<file path="src/rtl/elementwise_alu.sv">
// Streaming element-wise signed ALU (MUL/ADD/SUB/COPY) between operand BRAMs A/B and a result BRAM.
// Define ELEMWISE_SAT_EN to saturate out-of-range results instead of wrapping them.
module elementwise_alu #(
    parameter int BRAM_WIDTH = 32,
    parameter int WORD_BYTES = 4,
    parameter int ADDR_WIDTH = 12,
    parameter int PIPE_DEPTH = 2
) (
    input  logic                  clk,
    input  logic                  reset,
    input  logic [31:0]           ps_control,
    output logic [31:0]           pl_status,
    output logic [ADDR_WIDTH-1:0] bram_addr_a,
    output logic [ADDR_WIDTH-1:0] bram_addr_b,
    input  logic [BRAM_WIDTH-1:0] bram_rddata_a,
    input  logic [BRAM_WIDTH-1:0] bram_rddata_b,
    output logic [BRAM_WIDTH-1:0] bram_wrdata_a,
    output logic [BRAM_WIDTH-1:0] bram_wrdata_b,
    output logic [WORD_BYTES-1:0] bram_we_a,
    output logic [WORD_BYTES-1:0] bram_we_b,
    output logic [ADDR_WIDTH-1:0] bram_addr_result,
    output logic [BRAM_WIDTH-1:0] bram_wrdata_result,
    output logic [WORD_BYTES-1:0] bram_we_result
);

    localparam int          DEPTH   = (2 ** ADDR_WIDTH) / WORD_BYTES;
    localparam int          CW      = $clog2(DEPTH + 1);
    localparam logic [31:0] DEPTH_W = 32'(DEPTH);
    localparam logic [BRAM_WIDTH-1:0] SAT_MAX = {1'b0, {(BRAM_WIDTH-1){1'b1}}};
    localparam logic [BRAM_WIDTH-1:0] SAT_MIN = {1'b1, {(BRAM_WIDTH-1){1'b0}}};

    typedef enum logic [1:0] {IDLE, RUN, DRAIN, DONE} state_t;
    typedef enum logic [1:0] {OP_MUL, OP_ADD, OP_SUB, OP_COPY} op_t;

    state_t state, state_next;

    logic                  start;
    logic [31:0]           count_ext;
    logic [CW-1:0]         n_sel;
    logic                  unused_ctrl;

    op_t                   op_q;
    logic [CW-1:0]         n_q;
    logic [CW-1:0]         rd_idx;
    logic [ADDR_WIDTH-1:0] rd_addr_now;
    logic                  ovf_q;
    logic                  busy;
    logic                  done;

    logic                  rd_vld;
    logic                  rd_last;
    logic [ADDR_WIDTH-1:0] rd_addr;

    logic [BRAM_WIDTH-1:0] pipe_data [PIPE_DEPTH];
    logic [ADDR_WIDTH-1:0] pipe_addr [PIPE_DEPTH];
    logic                  pipe_vld  [PIPE_DEPTH];
    logic                  pipe_last [PIPE_DEPTH];

    assign start       = ps_control[0];
    assign count_ext   = {16'd0, ps_control[31:16]};
    assign unused_ctrl = ^ps_control[15:3];
    assign rd_addr_now = ADDR_WIDTH'(rd_idx) * ADDR_WIDTH'(WORD_BYTES);

    // A count of zero or one beyond the BRAM depth means "the whole BRAM".
    always_comb begin
        if (count_ext == 32'd0 || count_ext > DEPTH_W)
            n_sel = CW'(DEPTH);
        else
            n_sel = count_ext[CW-1:0];
    end

    always_ff @(posedge clk) begin
        if (reset)
            state <= IDLE;
        else
            state <= state_next;
    end

    always_comb begin
        state_next = state;
        case (state)
            IDLE:    if (start) state_next = RUN;
            RUN:     if (rd_idx == n_q - CW'(1)) state_next = DRAIN;
            DRAIN:   if (pipe_vld[PIPE_DEPTH-1] && pipe_last[PIPE_DEPTH-1]) state_next = DONE;
            DONE:    if (!start) state_next = IDLE;
            default: state_next = IDLE;
        endcase
    end

    always_comb begin
        busy        = (state == RUN) || (state == DRAIN);
        done        = (state == DONE);
        bram_addr_a = (state == RUN) ? rd_addr_now : '0;
    end

    always_ff @(posedge clk) begin
        if (reset) begin
            op_q    <= OP_MUL;
            n_q     <= '0;
            rd_idx  <= '0;
            rd_vld  <= 1'b0;
            rd_last <= 1'b0;
            rd_addr <= '0;
        end else begin
            if (state == IDLE && start) begin
                op_q   <= op_t'(ps_control[2:1]);
                n_q    <= n_sel;
                rd_idx <= '0;
            end else if (state == RUN) begin
                rd_idx <= rd_idx + CW'(1);
            end
            rd_vld  <= (state == RUN);
            rd_last <= (state == RUN) && (rd_idx == n_q - CW'(1));
            rd_addr <= rd_addr_now;
        end
    end

    // Operands arrive one cycle after their address; the op result is formed combinationally here.
    logic signed [2*BRAM_WIDTH-1:0] a_x, b_x, prod;
    logic signed [BRAM_WIDTH:0]     a_e, b_e, sum, diff;
    logic [BRAM_WIDTH-1:0]          res_c;
    logic                           ovf_c;
    logic                           exact_neg;

    assign a_x  = {{BRAM_WIDTH{bram_rddata_a[BRAM_WIDTH-1]}}, bram_rddata_a};
    assign b_x  = {{BRAM_WIDTH{bram_rddata_b[BRAM_WIDTH-1]}}, bram_rddata_b};
    assign prod = a_x * b_x;
    assign a_e  = {bram_rddata_a[BRAM_WIDTH-1], bram_rddata_a};
    assign b_e  = {bram_rddata_b[BRAM_WIDTH-1], bram_rddata_b};
    assign sum  = a_e + b_e;
    assign diff = a_e - b_e;

    always_comb begin
        res_c     = bram_rddata_a;
        ovf_c     = 1'b0;
        exact_neg = 1'b0;
        case (op_q)
            OP_MUL: begin
                res_c     = prod[BRAM_WIDTH-1:0];
                ovf_c     = !(&prod[2*BRAM_WIDTH-1:BRAM_WIDTH-1]) && (|prod[2*BRAM_WIDTH-1:BRAM_WIDTH-1]);
                exact_neg = prod[2*BRAM_WIDTH-1];
            end
            OP_ADD: begin
                res_c     = sum[BRAM_WIDTH-1:0];
                ovf_c     = sum[BRAM_WIDTH] ^ sum[BRAM_WIDTH-1];
                exact_neg = sum[BRAM_WIDTH];
            end
            OP_SUB: begin
                res_c     = diff[BRAM_WIDTH-1:0];
                ovf_c     = diff[BRAM_WIDTH] ^ diff[BRAM_WIDTH-1];
                exact_neg = diff[BRAM_WIDTH];
            end
            default: begin
                res_c     = bram_rddata_a;
                ovf_c     = 1'b0;
                exact_neg = 1'b0;
            end
        endcase
`ifdef ELEMWISE_SAT_EN
        if (ovf_c)
            res_c = exact_neg ? SAT_MIN : SAT_MAX;
`endif
    end

    always_ff @(posedge clk) begin
        if (reset)
            ovf_q <= 1'b0;
        else if (state == IDLE && start)
            ovf_q <= 1'b0;
        else if (rd_vld && ovf_c)
            ovf_q <= 1'b1;
    end

    always_ff @(posedge clk) begin
        if (reset) begin
            for (int i = 0; i < PIPE_DEPTH; i++) begin
                pipe_data[i] <= '0;
                pipe_addr[i] <= '0;
                pipe_vld[i]  <= 1'b0;
                pipe_last[i] <= 1'b0;
            end
        end else begin
            pipe_data[0] <= res_c;
            pipe_addr[0] <= rd_addr;
            pipe_vld[0]  <= rd_vld;
            pipe_last[0] <= rd_last;
            for (int i = 1; i < PIPE_DEPTH; i++) begin
                pipe_data[i] <= pipe_data[i-1];
                pipe_addr[i] <= pipe_addr[i-1];
                pipe_vld[i]  <= pipe_vld[i-1];
                pipe_last[i] <= pipe_last[i-1];
            end
        end
    end

    assign bram_addr_b        = bram_addr_a;
    assign bram_wrdata_a      = '0;
    assign bram_wrdata_b      = '0;
    assign bram_we_a          = '0;
    assign bram_we_b          = '0;
    assign bram_we_result     = {WORD_BYTES{pipe_vld[PIPE_DEPTH-1]}};
    assign bram_addr_result   = pipe_vld[PIPE_DEPTH-1] ? pipe_addr[PIPE_DEPTH-1] : '0;
    assign bram_wrdata_result = pipe_vld[PIPE_DEPTH-1] ? pipe_data[PIPE_DEPTH-1] : '0;
    assign pl_status          = {29'd0, ovf_q, busy, done};

endmodule

</file>
<file path="config.mk">
export PLATFORM = sky130hd
export DESIGN_NAME = elementwise_alu
export DESIGN_NICKNAME = d
export VERILOG_FILES = /design/src/rtl/elementwise_alu.sv
export SDC_FILE = /design/constraint.sdc
export NUM_CORES = 2
export LEC_CHECK = 0
export CORE_MARGIN = 3
export CORE_UTILIZATION = 30
export CTS_BUF_LIST = sky130_fd_sc_hd__clkbuf_16
export DETAILED_ROUTE_END_ITERATION = 12
export PLACE_DENSITY = 0.44
export SLEW_MARGIN = 20
export SYNTH_ARGS = -nofsm -noshare
export SYNTH_HDL_FRONTEND = slang
export SYNTH_SLANG_ARGS = --single-unit
export TNS_END_PERCENT = 100
</file>
<file path="constraint.sdc">
create_clock -name clk -period 16.75 [get_ports clk]
set_input_delay 5.025 -clock clk [delete_from_list [all_inputs] [get_ports clk]]
set_output_delay 5.025 -clock clk [all_outputs]
set_load 0.005 [all_outputs]
</file>
==> impl_metrics.toml <==
[setup_path]
start_kind = "input pin"
reg2reg_from = "n_q[2]"
crit_required_ps = 17030
cpPeakStageDelay_ps = 1070
crit_path_end_kind = "register"
arrival_ps = 15040
crit_slowest_cell = "clkdlybuf4s50_1"
crit_top_cell = "fa_1"
startpoint = "bram_rddata_a[10]"
cp_max_fo = 21
crit_type = "in2reg"

[clock_tree]
ctsRootBufferMaster = "clkbuf_16"
clock_sinks = 127
path_clk_slew_ps = 60
ctsHtreeMaxLevel = 4
cts_max_path_buffers = 2
insertion_delay_ps = 410
cts-hold-fix-buffers = 0
cts_tree = "yes"
cts_buffers = 17
cts_resized = 0
cts_setup_buffers = 0

[final_layout]
finalNetCount = 6248
fin_cells = 6743
seq_area_um2 = 2540
multi_input_area_um2 = 37600
drive_above_1_share_pct = 3.36
num-fill-cells = 15400
syn2layout_area_growth_pct = 7.93

[grt]
grt_max_degree = 67
use_met2_pct = 33.7
antenna_found_initial = 7
grt_pass1_wl_um = 223000
overflow = 0
met1_usage_pct = 26.6
grt_pass1_vias = 35100
grt.busiest_layer = "met2"
use_met3_pct = 1.00
track_usage_pct = 19.2

[synthesis]
synthDistinctLibCells = 76
synth_edf_count = 0
syn_area_um2 = 44600
async_flop_share_pct = 0
synth_cells = 4832
yosysMostFrequentCell = "fa_1"
ys_top_cells_by_count = "fa_1 (1,084), inv_1 (788), nand2_1 (626)"
synthTopCellsByArea = "fa_1 (49%), ha_1 (7.2%), inv_1 (6.6%), and2_1 (6.3%), dfxtp_1 (5.7%)"
ys_seq_elements = 127
synth_top_cell_by_area = "fa_1"
yosysTopAreaCellShare_pct = 48.6
syn_area_per_cell_um2 = 9.23
seq_area_frac_synth_pct = 5.70
yosys_warnings = 0
synth_flop_cell = "dfxtp_1"

[floorplanning]
die_w_um = 392
start_util_pct = 30.4
die_h_um = 392
die_area_um2 = 153000
io_pins = 274
rows = 140
coreArea_um2 = 147000

[timing]
fin_crit_ps = 14760
post-route-period-util_pct = 88.1
setup_violations = 0
fin_hold_ws_ps = 430
final_hold_viol_count = 0
skew_ps = 12.1
fmax_mhz = 67.7
rsz0062_at_grt = "no"
relSlewSlack_pct = 23.0
worstMarginPinSlew_ps = 1150
final.setup.tns_ps = 0
maxSlewViolCount = 0

[place]
dp_cells = 6709
io_buffers = 153
place.gp.congestion = 0.901
place_hpwl_um = 122000

[drt]
ant_nets = 0
routedWlPerCell_um = 21.4
num_vias = 32000
drc = 0
routed_wl_um = 144000
vias_per_cell = 4.75
firstDrtPassIters = 7
drt_iter0_drc = 1760

[min_path]
hp-start = "pipe_data[0][2]"
hold_path.class = "reg2reg"

[run]
drv_cap = 0

[status]
status = "finished clean"
[through the flow]
step	util [%]	setup WS (ps)	instance area, µm²
3_3_place_gp	32.5	1650	47600
3_5_place_dp	32.5	1630	47600
2_1_floorplan	-	3790	45000
5_1_grt	32.8	1510	48100
4_1_cts	32.8	2050	48100
6_report	32.8	1990	48200
[final timing paths]
check / end / slack, ps / cells after the start
setup reg to reg: state[1] / 13670 / 12
hold / removal: pipe_data[0][34] / 430 / 1
hold reg to reg: pipe_data[0][34] / 430 / 1
setup / recovery: ovf_q / 1990 / 27
[placed cells by master (no fill, tap or decap), types with 41 or more instances in the layout]
| cell type | netlist | routed |
|---|---|---|
| fa_1 | 1084 | 1084 |
| a21o_1 | 41 | 41 |
| nand2_1 | 626 | 626 |
| ha_1 | 255 | 255 |
| clkdlybuf4s50_1 | 0 | 139 |
| nand2b_1 | 46 | 46 |
| o21ai_0 | 79 | 79 |
| a21oi_1 | 148 | 148 |
| conb_1 | 1 | 107 |
| xor2_1 | 45 | 45 |
| dfxtp_1 | 127 | 125 |
| xnor2_1 | 91 | 91 |
| buf_4 | 124 | 90 |
| nor2b_1 | 87 | 87 |
| inv_1 | 788 | 789 |
| and2_1 | 448 | 448 |
| nor2_1 | 184 | 184 |
[cell families after synthesis]
family | synth area share (%)
simple gates | 17.4
fa+ha+maj | 55.8
buf+inv | 11.0
compound gates | 6.67
xor+xnor | 2.67
flops | 5.70
mux | 0.802
other cells | 0.00841
[critical path, delay by kind of cell]
family          cells  cell delay (ps)
xor+xnor            1              190
buf+inv             5             1650
simple gates        8             1910
compound gates      4             1740
fa+ha+maj           9             4470
[sequential cells by signal (all words and copies together) (netlist names)]
| signal | flops |
|---|---|
| op_q | 2 |
| rd_addr | 10 |
| pipe_last | 2 |
| rd_idx | 11 |
| state | 2 |
| pipe_vld | 2 |
| rd_vld | 1 |
| rd_last | 1 |
| ovf_q | 1 |
| pipe_addr | 20 |
| n_q | 11 |
| pipe_data | 64 |
[area by class of cell]
| type | count | share of cell area, % |
|---|---|---|
| antenna | 3 | 0.0156 |
| clock buffer | 17 | 0.883 |
| timing repair buffer | 242 | 4.43 |
| inverter | 793 | 6.18 |
| multi-input combinational | 3630 | 78.0 |
| tap | 1917 | 4.98 |
| clock inverter | 14 | 0.200 |
| sequential | 127 | 5.29 |
[layer usage]
metal  vias to the layer above  wire length (µm)
met5                         -                 0
met4                         0              2450
met3                        81              4820
met2                       625             72000
met1                     16900             65100
li1                      14400                 -
Power is left out: the tool's default activity adds up to more than one toggle a clock period on the data nets, which glitch-free logic cannot reach.
